--- src/rtl/narrow_isolate_pkg.sv ---
// Shared types for the narrow-port isolation controller: FSM states, default
// outstanding limit and a compact narrow AXI request/response pair.
package narrow_isolate_pkg;

    localparam int unsigned DefaultMaxTxns = 8;

    typedef enum logic [1:0] {
        ACTIVE   = 2'd0,
        DRAIN    = 2'd1,
        ISOLATED = 2'd2
    } isolate_state_e;

    typedef struct packed {
        logic [3:0]  id;
        logic [15:0] addr;
        logic [7:0]  len;
    } narrow_ax_t;

    typedef struct packed {
        logic [15:0] data;
        logic [1:0]  strb;
        logic        last;
    } narrow_w_t;

    typedef struct packed {
        logic [3:0] id;
        logic [1:0] resp;
    } narrow_b_t;

    typedef struct packed {
        logic [3:0]  id;
        logic [15:0] data;
        logic [1:0]  resp;
        logic        last;
    } narrow_r_t;

    typedef struct packed {
        narrow_ax_t aw;
        logic       aw_valid;
        narrow_w_t  w;
        logic       w_valid;
        logic       b_ready;
        narrow_ax_t ar;
        logic       ar_valid;
        logic       r_ready;
    } narrow_req_t;

    typedef struct packed {
        logic      aw_ready;
        logic      ar_ready;
        logic      w_ready;
        narrow_b_t b;
        logic      b_valid;
        narrow_r_t r;
        logic      r_valid;
    } narrow_resp_t;

endpackage

--- src/rtl/narrow_txn_counter.sv ---
// Outstanding-transaction counter for one direction; saturates at MaxTxns,
// holds at zero and flags an underflow when a response arrives with nothing open.
module narrow_txn_counter
    import narrow_isolate_pkg::*;
#(
    parameter int unsigned MaxTxns = DefaultMaxTxns,
    localparam int unsigned CntW   = $clog2(MaxTxns + 1)
) (
    input  logic            clk_i,
    input  logic            rst_i,
    input  logic            inc_i,
    input  logic            dec_i,
    output logic [CntW-1:0] cnt_o,
    output logic            full_o,
    output logic            empty_o,
    output logic            underflow_o
);

    logic [CntW-1:0] cnt_q;

    assign cnt_o       = cnt_q;
    assign full_o      = (cnt_q == CntW'(MaxTxns));
    assign empty_o     = (cnt_q == '0);
    // A simultaneous inc cancels the dec, so it is not counted as an underflow.
    assign underflow_o = dec_i & ~inc_i & empty_o;

    always_ff @(posedge clk_i or posedge rst_i) begin
        if (rst_i) begin
            cnt_q <= '0;
        end else if (inc_i && !dec_i && !full_o) begin
            cnt_q <= cnt_q + CntW'(1);
        end else if (dec_i && !inc_i && !empty_o) begin
            cnt_q <= cnt_q - CntW'(1);
        end
    end

endmodule

--- src/rtl/narrow_port_isolate_ctrl.sv ---
// Isolation/throttle controller in front of one cluster-side narrow AXI port:
// blocks new AW/AR on request, drains outstanding traffic, then reports isolated.
module narrow_port_isolate_ctrl
    import narrow_isolate_pkg::*;
#(
    parameter int unsigned MaxTxns = DefaultMaxTxns,
    parameter type         req_t   = narrow_req_t,
    parameter type         resp_t  = narrow_resp_t,
    parameter int unsigned CntW    = $clog2(MaxTxns + 1)
) (
    input  logic            soc_clk_i,
    input  logic            rst_i,
    input  logic            isolate_req_i,
    output logic            isolated_o,
    input  req_t            slv_req_i,
    output resp_t           slv_resp_o,
    output req_t            mst_req_o,
    input  resp_t           mst_resp_i,
    output logic [CntW-1:0] outstanding_wr_o,
    output logic [CntW-1:0] outstanding_rd_o,
    output logic            err_o
);

    isolate_state_e state_q, state_d;
    logic aw_pend_q, ar_pend_q;
    logic err_q;
    logic blk_aw, blk_ar, blk_w;
    logic aw_fire, b_fire, ar_fire, rl_fire;
    logic wr_full, wr_empty, wr_uf;
    logic rd_full, rd_empty, rd_uf;
    logic drained;

    // Gating looks only at registered state, so a retiring B cannot open a slot
    // for an AW in the same cycle; a pending valid is never withdrawn.
    assign blk_aw = ~aw_pend_q & ((state_q != ACTIVE) | wr_full);
    assign blk_ar = ~ar_pend_q & ((state_q != ACTIVE) | rd_full);
    assign blk_w  = (state_q == ISOLATED);

    always_comb begin
        mst_req_o  = slv_req_i;
        slv_resp_o = mst_resp_i;
        if (blk_aw) begin
            mst_req_o.aw_valid  = 1'b0;
            slv_resp_o.aw_ready = 1'b0;
        end
        if (blk_ar) begin
            mst_req_o.ar_valid  = 1'b0;
            slv_resp_o.ar_ready = 1'b0;
        end
        if (blk_w) begin
            mst_req_o.w_valid  = 1'b0;
            slv_resp_o.w_ready = 1'b0;
        end
    end

    assign aw_fire = mst_req_o.aw_valid & mst_resp_i.aw_ready;
    assign ar_fire = mst_req_o.ar_valid & mst_resp_i.ar_ready;
    assign b_fire  = mst_resp_i.b_valid & slv_req_i.b_ready;
    assign rl_fire = mst_resp_i.r_valid & slv_req_i.r_ready & mst_resp_i.r.last;

    narrow_txn_counter #(.MaxTxns(MaxTxns)) i_wr_cnt (
        .clk_i       (soc_clk_i),
        .rst_i       (rst_i),
        .inc_i       (aw_fire),
        .dec_i       (b_fire),
        .cnt_o       (outstanding_wr_o),
        .full_o      (wr_full),
        .empty_o     (wr_empty),
        .underflow_o (wr_uf)
    );

    narrow_txn_counter #(.MaxTxns(MaxTxns)) i_rd_cnt (
        .clk_i       (soc_clk_i),
        .rst_i       (rst_i),
        .inc_i       (ar_fire),
        .dec_i       (rl_fire),
        .cnt_o       (outstanding_rd_o),
        .full_o      (rd_full),
        .empty_o     (rd_empty),
        .underflow_o (rd_uf)
    );

    assign drained = wr_empty & rd_empty & ~aw_pend_q & ~ar_pend_q;

    always_ff @(posedge soc_clk_i or posedge rst_i) begin
        if (rst_i) begin
            state_q   <= ACTIVE;
            aw_pend_q <= 1'b0;
            ar_pend_q <= 1'b0;
            err_q     <= 1'b0;
        end else begin
            state_q <= state_d;
            if (aw_fire)                    aw_pend_q <= 1'b0;
            else if (mst_req_o.aw_valid)    aw_pend_q <= 1'b1;
            if (ar_fire)                    ar_pend_q <= 1'b0;
            else if (mst_req_o.ar_valid)    ar_pend_q <= 1'b1;
            err_q <= err_q | wr_uf | rd_uf;
        end
    end

    // A withdrawn request wins over a coincident drain so the port is not
    // isolated after nobody asks for it any more.
    always_comb begin
        state_d = state_q;
        case (state_q)
            ACTIVE:   if (isolate_req_i) state_d = DRAIN;
            DRAIN: begin
                if (!isolate_req_i)  state_d = ACTIVE;
                else if (drained)    state_d = ISOLATED;
            end
            ISOLATED: if (!isolate_req_i) state_d = ACTIVE;
            default:  state_d = ACTIVE;
        endcase
    end

    assign isolated_o = (state_q == ISOLATED);
    assign err_o      = err_q;

endmodule

--- config.mk ---
export PLATFORM = sky130hd
export DESIGN_NAME = narrow_port_isolate_ctrl
export DESIGN_NICKNAME = d
export VERILOG_FILES = /design/src/rtl/narrow_isolate_pkg.sv /design/src/rtl/narrow_txn_counter.sv /design/src/rtl/narrow_port_isolate_ctrl.sv
export SDC_FILE = /design/constraint.sdc
export NUM_CORES = 1
export LEC_CHECK = 0
export BUFFER_PORTS_ARGS = -buffer_cell sky130_fd_sc_hd__buf_2
export CORE_AREA = 2 2 92 94
export CTS_CLUSTER_SIZE = 10
export DETAILED_ROUTE_END_ITERATION = 16
export DIE_AREA = 0 0 94 96
export MAX_ROUTING_LAYER = met4
export PLACE_DENSITY = 0.61
export SETUP_SLACK_MARGIN = 0.02
export SYNTH_ARGS = -nofsm -noshare
export SYNTH_HDL_FRONTEND = slang
export SYNTH_HIERARCHICAL = 1
export SYNTH_SLANG_ARGS = --single-unit
--- constraint.sdc ---
create_clock -name soc_clk_i -period 4.6 [get_ports soc_clk_i]
set_input_delay 0 -clock soc_clk_i [delete_from_list [all_inputs] [get_ports soc_clk_i]]
set_output_delay 0 -clock soc_clk_i [all_outputs]
set_load 0.005 [all_outputs]
# == Word level (Yosys, flattened, before mapping) ==
# Cells that the tools add are included.
# totals
input_bits,117
regBits,13
wordCells,83
# classes
add_sub_neg,4
reduce_logical,25
eq_ne,7
muxes,19
bitwise_logic,22
# ops
op,n
2-to-1 mux 4 bit,4
AND 1 bit,14
2-to-1 mux 1 bit,10
nonzero test 2 bit,5
"adder 4 x 1 -> 4 bit, second input constant",2
"equality test 4 bit, second input constant",2
logical AND 1 bit,8
zero test 1 bit,8
zero test 4 bit,2
2-to-1 mux 2 bit,4
"subtractor 4 x 1 -> 4 bit, second input constant",2
one-hot mux 2 bit (3 select lines),1
"!= test 2 bit, second input constant",2
NOT 1 bit,4
bitwise OR 1 bit,4
"!= test 3 bit, second input constant",1
AND reduction 3 bit,1
"equality test 2 x 1 -> 1 bit, second input constant",1
"equality test 2 bit, second input constant",1
zero test 2 bit,1

# == Longest topological paths before layout ==
# Gate-level depths: netlist of run 1.
# depth
word_depth,10
depth_mapped,10
ltp_nobuf,10

# == Hierarchy ==
# Netlist of run 1, hierarchy kept.
# by_module_without_submodules
module,cells_per_inst,area_per_inst_um2,seq_area_each_um2,n_inst
narrow_port_isolate_ctrl,139,1122.3,125.1,1
narrow_txn_counter,28,324.1,100.1,2

# == Worst setup path before layout of run 1 ==
# OpenSTA, ideal clock, no wires.
# synth_timing
kind,flip-flop to flip-flop
startpoint,register i_rd_cnt.cnt_q[0] (netlist: i_rd_cnt/cnt_o[0])
endpoint,register i_rd_cnt.cnt_q[3] (netlist: i_rd_cnt/cnt_o[3])
path_buffers,0
setup_ns,0.138
setup_slack_ns,2.143
arrival_time_ns,2.318
path_stages_with_launch,11
period_less_slack_ns,2.457
path_cell_list,dfrtp_1 > nor3_4 > and2_1 > nor3_1 > o211a_1 > and2b_4 > nand2b_1 > ha_1 > a21o_2 > a21oi_1 > mux4_2
# synth_via
elab_chain_len,9
elab_cells_between_ends,18
# synth_rtl
item,line_no,rtl
start: declaration,narrow_txn_counter.sv:19,logic [CntW-1:0] cnt_q;
start signal: assignment,narrow_txn_counter.sv:31,cnt_q <= cnt_q + CntW'(1);
start signal: assignment,narrow_txn_counter.sv:33,cnt_q <= cnt_q - CntW'(1);
equality test 4 bit (*),narrow_txn_counter.sv:22,assign full_o = (cnt_q == CntW'(MaxTxns));
net rd_full,narrow_port_isolate_ctrl.sv:30,"logic rd_full, rd_empty, rd_uf;"
bitwise OR 1 bit (*),narrow_port_isolate_ctrl.sv:36,assign blk_ar = ~ar_pend_q & ((state_q != ACTIVE) | rd_full);
AND 1 bit (*),narrow_port_isolate_ctrl.sv:36,
2-to-1 mux 1 bit (*),narrow_port_isolate_ctrl.sv:46,if (blk_ar) begin
AND 1 bit (*),narrow_port_isolate_ctrl.sv:57,assign ar_fire = mst_req_o.ar_valid & mst_resp_i.ar_ready;
net ar_fire,narrow_port_isolate_ctrl.sv:28,"logic aw_fire, b_fire, ar_fire, rl_fire;"
zero test 1 bit,narrow_txn_counter.sv:32,end else if (dec_i && !inc_i && !empty_o) begin
logical AND 1 bit (2 in a row),narrow_txn_counter.sv:32,
nonzero test 2 bit (no line),--,
# The timed path passes the listed nets; every way through them passes the cells marked *. The select of a mux whose other input is x is not followed.
# A chain may end at the register's enable or synchronous reset.

# == Worst setup path after layout of run 1 ==
# Same ends and word-level chain as after synthesis.

==> results of run 1 <==
[logic make-up (layout without fill, tap and decap cells)]
logic type	after synthesis	count (layout)
fa+ha+maj	6	6
buf+inv	113	49
xor+xnor	8	8
simple gates	33	33
flops	13	13
mux	6	6
compound gates	16	16
[timing repair]
item / in CTS / in global routing
hold buffers: 6 / 0
endpoints found under the hold margin: 16 / 0
gates resized for setup: 0 / 0
[flip-flops by register name, indices dropped and copies added (netlist names)]
name / cells
ar_pend_q: 1
i_rd_cnt/cnt_o: 4
aw_pend_q: 1
state_q: 2
err_o: 1
i_wr_cnt/cnt_o: 4
[worst max-delay path: cells and delay by family (launching register included)]
family / cells / cell delay (ns)
AOI/OAI and AO/OA: 3 / 0.62
DFF: 1 / 0.50
and+or+nand+nor: 5 / 0.84
muxes: 1 / 0.31
adders and majority gates: 1 / 0.30
[layer usage]
metal | track usage | routed length, um | up-vias
met5 | - | 0 | -
met4 | 0.0676 | 248 | 0
met3 | 0.0313 | 345 | 34
met2 | 0.115 | 1440 | 52
met1 | 0.0644 | 1110 | 416
li1 | - | - | 403
[power by group through the flow]
stage                     combinational, W  clock, W  sequential [W]
after floorplan                   0.000274         0        0.000239
after global placement            0.000298         0        0.000246
after detailed placement          0.000300         0        0.000249
after CTS                         0.000310  0.000108        0.000248
after global routing              0.000349  0.000113        0.000259
final                             0.000303  0.000102        0.000245
[metrics by stage]
| step | cells | total power [W] | hold WS, ns |
|---|---|---|---|
| finish | 236 | 0.000650 | 0.00000143 |
| CTS | 236 | 0.000666 | 0.0000346 |
| detailed placement | 226 | 0.000549 | -0.0631 |
| global placement | 226 | 0.000545 | -0.0494 |
| floorplan | 195 | 0.000513 | -0.234 |
| global route | 236 | 0.000721 | 0.00000795 |
[final cells by class]
type	instances	area (sq um)	share of cell area
Sequential cell	13	325	0.238
Tap cell	105	131	0.0962
Clock buffer	4	45.0	0.0330
Multi-Input combinational cell	69	616	0.451
Inverter	5	18.8	0.0137
Timing Repair Buffer	40	230	0.168
[final timing paths]
| kind | from | to | slack (ns) | depth (start not counted) |
|---|---|---|---|---|
| worst min register to register | err_o | err_o | 0.48 | 1 |
| worst max-delay path | i_rd_cnt/cnt_o[0] | i_rd_cnt/cnt_o[3] | 1.90 | 10 |
| max in group asynchronous | rst_i | aw_pend_q | 4.18 | 3 |
| min in group asynchronous | rst_i | i_wr_cnt/cnt_o[2] | 0.22 | 3 |
| worst max register to register | i_rd_cnt/cnt_o[0] | i_rd_cnt/cnt_o[3] | 1.90 | 10 |
| worst min-delay path | slv_req_i[23] | mst_req_o[23] | 0.000001 | 0 |
[cell usage in the layout (no fill, tap or decap), types with 3 or more instances in the layout]
cell type | Yosys | routed
inv_1 | 4 | 4
dlygate4sd3_1 | 0 | 6
nor3_1 | 4 | 4
dfrtp_1 | 13 | 13
o211a_1 | 3 | 3
mux2_1 | 4 | 4
nand2b_1 | 4 | 4
nand2_1 | 3 | 3
ha_1 | 4 | 4
xor2_1 | 6 | 6
nor2_1 | 4 | 4
o21a_1 | 4 | 4
clkbuf_8 | 0 | 3
and2_1 | 5 | 5
buf_2 | 0 | 34
==> results.sh, run 1 <==
export IMPL_status="finished, final reports clean"
export IMPL_worstPathArrival_ns=2.82
export IMPL_grt_max_degree=8
export IMPL_wl_per_cell_um=13.3
export IMPL_p_per_area_nw_per_um2=476
export IMPL_rsz0062_at_grt="no"
export IMPL_worstPathMaxFanout=6
export IMPL_numPortBuffers=34
export IMPL_drive_above_1_share=0.389
export IMPL_finalSetupViolations=0
export IMPL_critical_path_required_ns=4.72
export IMPL_yosys_top_cells_count="buf_4 (108), dfrtp_1 (13), xor2_1 (6), and2_1 (5)"
export IMPL_tightest_slew_ns=0.343
export IMPL_drtIter0Drc=29
export IMPL_ant_nets=0
export IMPL_synthToLayoutAreaGrowth_pct=-22.8
export IMPL_relSlewSlack=0.770
export IMPL_fill_cells=899
export IMPL_slowest_stage="dfrtp_1"
export IMPL_core_sq_um=8050
export IMPL_crit_chain="nor3_4 -> and2_1 -> nor3_1 -> o211a_1 -> and2b_4 -> nand2b_1 -> ha_1 -> a21o_2 -> a21oi_1 -> mux4_2"
export IMPL_initial_utilization=0.220
export IMPL_clk_latency_ns=0.24
export IMPL_ys_flop_type="dfrtp_1"
export IMPL_cts_buffers_inserted=3
export IMPL_min_period_ns=2.70
export IMPL_finalHoldViolCount=0
export IMPL_hold_class="input port to output port"
export IMPL_syn_avg_cell_area_sq_um=9.08
export IMPL_grt_overflow_total=0
export IMPL_postLayoutCoreUtil=0.170
export IMPL_worstSetupStartpointType="flip-flop"
export IMPL_p_sw_frac=0.392
export IMPL_wl_um=3150
export IMPL_io_pins=241
export IMPL_cpPeakStageDelay_ns=0.50
export IMPL_cp_end_kind="flip-flop"
export IMPL_synth_fp_nets=318
export IMPL_synth_compound_area_share=0.0742
export IMPL_grt_use_total=0.0721
export IMPL_die_width_um=94
export IMPL_skew_ns=0.00719
export IMPL_row_count=33
export IMPL_netlist_area_sq_um=1770
export IMPL_cts_root_buffer="clkbuf_8"
export IMPL_synth_warnings=6
export IMPL_finalCritPeriodShare=0.587
export IMPL_yosys_cell_count_top_type="buf_4"
export IMPL_antenna_found_initial=0
export IMPL_p_clk_frac=0.157
export IMPL_synthAdderAreaFrac=0.0509
export IMPL_grt_pass1_vias=990
export IMPL_setup_ws_ns=1.90
export IMPL_synth_mux_area_frac=0.0509
export IMPL_synth_distinct_cells=31
export IMPL_synth_seq_cells=13
export IMPL_pwr_share_comb=0.467
export IMPL_synth_top_family_by_area="buffers and inverters"
export IMPL_seq_area_frac_synth=0.184
export IMPL_synth_edff_count=0
export IMPL_grt_pass1_wl_um=4910
export IMPL_yosys_area_top_type_share=0.458
export IMPL_cts_setup_buffers=0
export IMPL_drv_cap=0
export IMPL_dp_slack_ns=1.93
export IMPL_fin_nets=255
export IMPL_yosys_area_share_simple=0.132
export IMPL_slew_violations=0
export IMPL_drc=0
export IMPL_synthTopCellsByArea="buf_4 (46%), dfrtp_1 (18%), xor2_1 (3.0%)"
export IMPL_viasPerCell=3.83
export IMPL_clock_path_buffers=2
export IMPL_p_int_w=0.000395
export IMPL_die_h_um=96
export IMPL_cts_clk_slew_worst_paths_ns=0.06
export IMPL_finalSetupTns_ns=0
export IMPL_dieArea_sq_um=9020
export IMPL_design_area_sq_um=1370
export IMPL_synth_cells=195
export IMPL_cts_sinks=13
export IMPL_dr_pass1_iters=3
export IMPL_seqPwrFrac=0.376
export IMPL_leakage_nw=0.597
export IMPL_vias=905
export IMPL_dpl_instance_area_sq_um=1260
export IMPL_num_antenna_cells=0
export IMPL_h_tree_depth=1
export IMPL_gp_congestion=0.840
export IMPL_max_freq_ghz=0.370
export IMPL_dp_hpwl_um=2690
export IMPL_worstSetupPathType="flip-flop to flip-flop"
export IMPL_cts_tree="done"
export IMPL_p_switching_w=0.000255
export IMPL_synth_xor_area_frac=0.0396
export IMPL_synth_largest_area_cell="buf_4"
export IMPL_async_flop_share=1.00
export IMPL_ir_worst_vdd_v=0.0000706
No activity file was read; power rests on OpenSTA's default activity.
==> run 2: changes to the inputs <==
CORE_AREA = 2 2 94 96   (was 2 2 92 94)
DIE_AREA = 0 0 96 98   (was 0 0 94 96)
clock period = 2.19 ns   (was 4.6 ns; I/O delays follow)
==> results.sh, run 2 (synthesis results as in run 1) <==
export IMPL_finalCritPeriodShare=1.02
export IMPL_synthToLayoutAreaGrowth_pct=-8.20
export IMPL_fin_nets=278
export IMPL_die_width_um=96
export IMPL_ant_nets=0
export IMPL_max_freq_ghz=0.448
export IMPL_drv_cap=0
export IMPL_p_clk_frac=0.126
export IMPL_finalHoldViolCount=0
export IMPL_gp_congestion=0.730
export IMPL_worstPathArrival_ns=2.35
export IMPL_dr_pass1_iters=4
export IMPL_initial_utilization=0.209
export IMPL_num_antenna_cells=0
export IMPL_dieArea_sq_um=9410
export IMPL_clock_path_buffers=2
export IMPL_cts_sinks=13
export IMPL_cts_clk_slew_worst_paths_ns=0.06
export IMPL_pwr_share_comb=0.622
export IMPL_finalPower_w=0.00171
export IMPL_fill_cells=919
export IMPL_core_sq_um=8470
export IMPL_row_count=34
export IMPL_vias=1038
export IMPL_drtIter0Drc=12
export IMPL_worstSetupPathType="flip-flop to flip-flop"
export IMPL_drive_above_1_share=0.591
export IMPL_cp_end_kind="flip-flop"
export IMPL_grt_use_total=0.0735
export IMPL_worstHoldPathCells=0
export IMPL_final_cell_mix="buf_2 (34), buf_4 (23), dfrtp_1 (9)"
export IMPL_hold_class="input port to output port"
export IMPL_finalSetupViolations=2
export IMPL_status="complete, but fails checks"
export IMPL_drc=0
export IMPL_worstPathMaxFanout=3
export IMPL_skew_ns=0.00125
export IMPL_antenna_found_initial=0
export IMPL_cts_tree="done"
export IMPL_cts_root_buffer="clkbuf_8"
export IMPL_die_h_um=98
export IMPL_p_int_w=0.00108
export IMPL_worstSetupStartpointType="flip-flop"
export IMPL_slew_violations=0
export IMPL_clk_latency_ns=0.24
export IMPL_relSlewSlack=0.819
export IMPL_dp_cells=248
export IMPL_setup_ws_ns=-0.0405
export IMPL_h_tree_depth=1
export IMPL_grt_pass1_vias=1051
export IMPL_numPortBuffers=34
export IMPL_grt_max_degree=9
export IMPL_grt_pass1_wl_um=5180
export IMPL_min_period_ns=2.23
export IMPL_io_pins=241
export IMPL_seqCellArea_sq_um=330
export IMPL_cts_buffers_inserted=3
export IMPL_wl_per_cell_um=13.1
export IMPL_violations="negative setup slack"
export IMPL_p_per_area_nw_per_um2=1050
export IMPL_leakage_nw=0.732
export IMPL_fin_cells=262
export IMPL_final_common_cell="buf_2"
export IMPL_grt_overflow_total=0
export IMPL_critical_path_required_ns=2.31
export IMPL_wl_um=3430
export IMPL_seqPwrFrac=0.252
export IMPL_dp_hpwl_um=2860
export IMPL_viasPerCell=3.96
export IMPL_multi_input_area_sq_um=692
export IMPL_ir_worst_vdd_v=0.000285
export IMPL_tightest_slew_ns=0.268
export IMPL_p_sw_frac=0.371
export IMPL_rr_worst_depth=10
export IMPL_p_switching_w=0.000635
export IMPL_rsz0062_at_grt="yes"
## run 2: worst max-delay path: stages, from the launching register on
cell	delay, ns
dfrtp_2	0.42
nor3_4	0.19
and2_4	0.17
nor3_2	0.04
o211a_1	0.23
and2b_4	0.18
nand2b_4	0.09
ha_4	0.19
a21o_2	0.19
a21oi_2	0.12
mux4_2	0.29
## run 2: cell type report
class / count / share of cell area
multi-input cells: 69 / 0.426
flip-flops and latches: 13 / 0.203
clock inverters: 1 / 0.00308
inverters: 5 / 0.0115
well taps: 108 / 0.0831
repair buffers: 63 / 0.248
clock buffers: 3 / 0.0254
## run 2: final timing paths
kind	startpoint	endpoint	slack, ns
max	i_rd_cnt/cnt_o[0]	i_rd_cnt/cnt_o[3]	-0.04
min	slv_req_i[27]	mst_req_o[27]	0.000001
max reg2reg	i_rd_cnt/cnt_o[0]	i_rd_cnt/cnt_o[3]	-0.04
min reg2reg	err_o	err_o	0.53
max in group asynchronous	rst_i	aw_pend_q	1.78
min in group asynchronous	rst_i	i_wr_cnt/cnt_o[3]	0.21
## run 2: power groups by stage
stage / logic (W) / registers (W) / clock network [W]
after floorplan: 0.000634 / 0.000522 / 0
after global routing: 0.00118 / 0.000447 / 0.000234
after detailed placement: 0.00100 / 0.000439 / 0
after CTS: 0.00104 / 0.000435 / 0.000228
after global placement: 0.000981 / 0.000432 / 0
final: 0.00107 / 0.000432 / 0.000216
## run 2: layer usage
metal,global-route usage,share of wire,vias to the layer above
met1,0.0706,0.34,487
li1,-,-,448
met4,0.0791,0.081,0
met3,0.0193,0.085,40
met5,-,0,-
met2,0.112,0.49,63
## run 2: through the flow
| stage | hold slack [ns] | util | setup WS, ns | area (sq um) | setup TNS [ns] |
|---|---|---|---|---|---|
| final | 0.00000143 | 0.192 | -0.0405 | 1630 | -0.0785 |
| after global routing | 0.00000798 | 0.192 | -0.131 | 1630 | -0.353 |
| after CTS | 0.0000346 | 0.189 | -0.0605 | 1600 | -0.0915 |
| after detailed placement | -0.0745 | 0.174 | -0.0667 | 1480 | -0.100 |
| after global placement | -0.0790 | 0.174 | -0.00285 | 1480 | -0.00550 |
| after floorplan | -0.234 | - | -0.0975 | 1840 | -0.271 |
## run 2: timing repair
action	4_1_cts	5_1_grt
hold buffers	6	0
hold endpoints to repair	16	0
resized for setup	0	3
pin swaps	6	1
buffers inserted	3	1
endpoints found under the setup margin	3	6
==> run 3: changes to the inputs <==
RECOVER_POWER = 100   (was default)
SKIP_CTS_REPAIR_TIMING = 1   (was default)
==> results.sh, run 3 (synthesis results as in run 1) <==
export IMPL_num_antenna_cells=0
export IMPL_ir_worst_vdd_v=0.000280
export IMPL_initial_utilization=0.209
export IMPL_worstSetupStartpointType="flip-flop"
export IMPL_io_pins=241
export IMPL_setup_ws_ns=-0.0492
export IMPL_die_width_um=96
export IMPL_wl_um=3440
export IMPL_dr_pass1_iters=4
export IMPL_finalSetupTns_ns=-0.0938
export IMPL_fin_nets=277
export IMPL_worstSetupPathType="flip-flop to flip-flop"
export IMPL_crit_chain="nor3_4 -> and2_4 -> nor3_2 -> o211a_1 -> and2b_4 -> nand2b_4 -> ha_4 -> a21o_4 -> a21oi_2 -> mux4_2"
export IMPL_viasPerCell=3.93
export IMPL_cts_sinks=13
export IMPL_critical_path_required_ns=2.31
export IMPL_dieArea_sq_um=9410
export IMPL_final_common_cell="buf_2"
export IMPL_core_sq_um=8470
export IMPL_grt_overflow_total=0
export IMPL_max_freq_ghz=0.447
export IMPL_synthToLayoutAreaGrowth_pct=-10.6
export IMPL_cts_root_buffer="clkbuf_8"
export IMPL_cts_clk_slew_worst_paths_ns=0.06
export IMPL_antenna_found_initial=0
export IMPL_status="complete, but fails checks"
export IMPL_vias=1026
export IMPL_grt_use_total=0.0716
export IMPL_cp_end_kind="flip-flop"
export IMPL_slew_violations=0
export IMPL_die_h_um=98
export IMPL_ant_nets=0
export IMPL_min_period_ns=2.24
export IMPL_drc=0
export IMPL_relSlewSlack=0.765
export IMPL_row_count=34
export IMPL_worstPathArrival_ns=2.36
export IMPL_fin_hold_ws_ns=-0.000257
export IMPL_leakage_nw=0.691
export IMPL_numPortBuffers=34
export IMPL_finalSetupViolations=2
export IMPL_drive_above_1_share=0.510
export IMPL_fin_cells=261
export IMPL_skew_ns=0.00117
export IMPL_final_cell_mix="buf_2 (29), buf_4 (16), clkbuf_1 (12)"
export IMPL_cp_buffers_inverters=0
export IMPL_grt_max_degree=9
export IMPL_hold_class="input port to flip-flop"
export IMPL_cpPeakStageDelay_ns=0.42
export IMPL_drv_cap=0
export IMPL_p_per_area_nw_per_um2=1040
export IMPL_violations="negative hold slack, negative setup slack"
export IMPL_slowest_stage="dfrtp_2"
export IMPL_cts_buffers_inserted=3
export IMPL_cp_top_family="simple AND/OR/NAND/NOR gates"
export IMPL_tightest_slew_ns=0.352
export IMPL_finalCritPeriodShare=1.02
export IMPL_gp_congestion=0.730
export IMPL_grt_pass1_vias=998
export IMPL_finalHoldViolCount=1
export IMPL_clk_latency_ns=0.24
export IMPL_clock_path_buffers=2
export IMPL_worstPathMaxFanout=3
export IMPL_h_tree_depth=1
export IMPL_dp_cells=248
export IMPL_rsz0062_at_grt="yes"
export IMPL_wl_per_cell_um=13.2
export IMPL_dp_hpwl_um=2860
export IMPL_fill_cells=928
export IMPL_grt_pass1_wl_um=5020
export IMPL_cts_tree="done"
export IMPL_drtIter0Drc=15
run 3: worst paths after layout:
check,slack [ns],to,startpoint,depth (start not counted)
worst max-delay path,-0.05,i_wr_cnt/cnt_o[3],i_wr_cnt/cnt_o[0],10
worst min-delay path,-0.0003,state_q[1],isolate_req_i,2
worst max register to register,-0.05,i_wr_cnt/cnt_o[3],i_wr_cnt/cnt_o[0],10
worst min register to register,0.54,err_o,err_o,1
max in group asynchronous,1.76,aw_pend_q,rst_i,3
min in group asynchronous,0.22,i_wr_cnt/cnt_o[3],rst_i,3
run 3: through the flow:
stage,total power (W),hold WS [ns],utilization,setup slack [ns],area (sq um)
2_1_floorplan,0.00116,-0.234,-,-0.0975,1840
3_5_place_dp,0.00144,-0.0745,0.174,-0.0667,1480
4_1_cts,0.00167,-0.342,0.180,-0.0745,1520
3_3_place_gp,0.00141,-0.0790,0.174,-0.00285,1480
5_1_grt,0.00180,0.00000798,0.187,-0.125,1580
6_report,0.00165,-0.000257,0.187,-0.0492,1580
run 3: routing by layer:
metal / global-route usage / vias up / routed length, um
li1: - / 446 / -
met1: 0.0682 / 475 / 1180
met2: 0.107 / 63 / 1680
met3: 0.0201 / 42 / 292
met4: 0.0791 / 0 / 288
met5: - / - / 0
run 3: final cells by class:
class                           count  area [sq um]  share of cell area
Clock buffer                        3          41.3              0.0261
Multi-Input combinational cell     69           692               0.437
Sequential cell                    13           330               0.209
Tap cell                          108           135              0.0854
Clock inverter                      1          5.00             0.00316
Timing Repair Buffer               62           360               0.228
Inverter                            5          18.8              0.0119
run 3: worst register-to-register path: stages (launching register included):
cell      delay (ns)
dfrtp_2         0.42
nor3_4          0.19
and2_4          0.17
nor3_2          0.04
o211a_1         0.23
and2b_4         0.18
nand2b_4        0.09
ha_4            0.20
a21o_4          0.19
a21oi_2         0.11
mux4_2          0.29
run 3: report_power, final:
group	total [W]	internal (W)	switching [W]	leakage [nW]
Clock	0.000219	0.000126	0.0000931	0.0255
Sequential	0.000432	0.000344	0.0000875	0.149
Combinational	0.00100	0.000546	0.000458	0.516
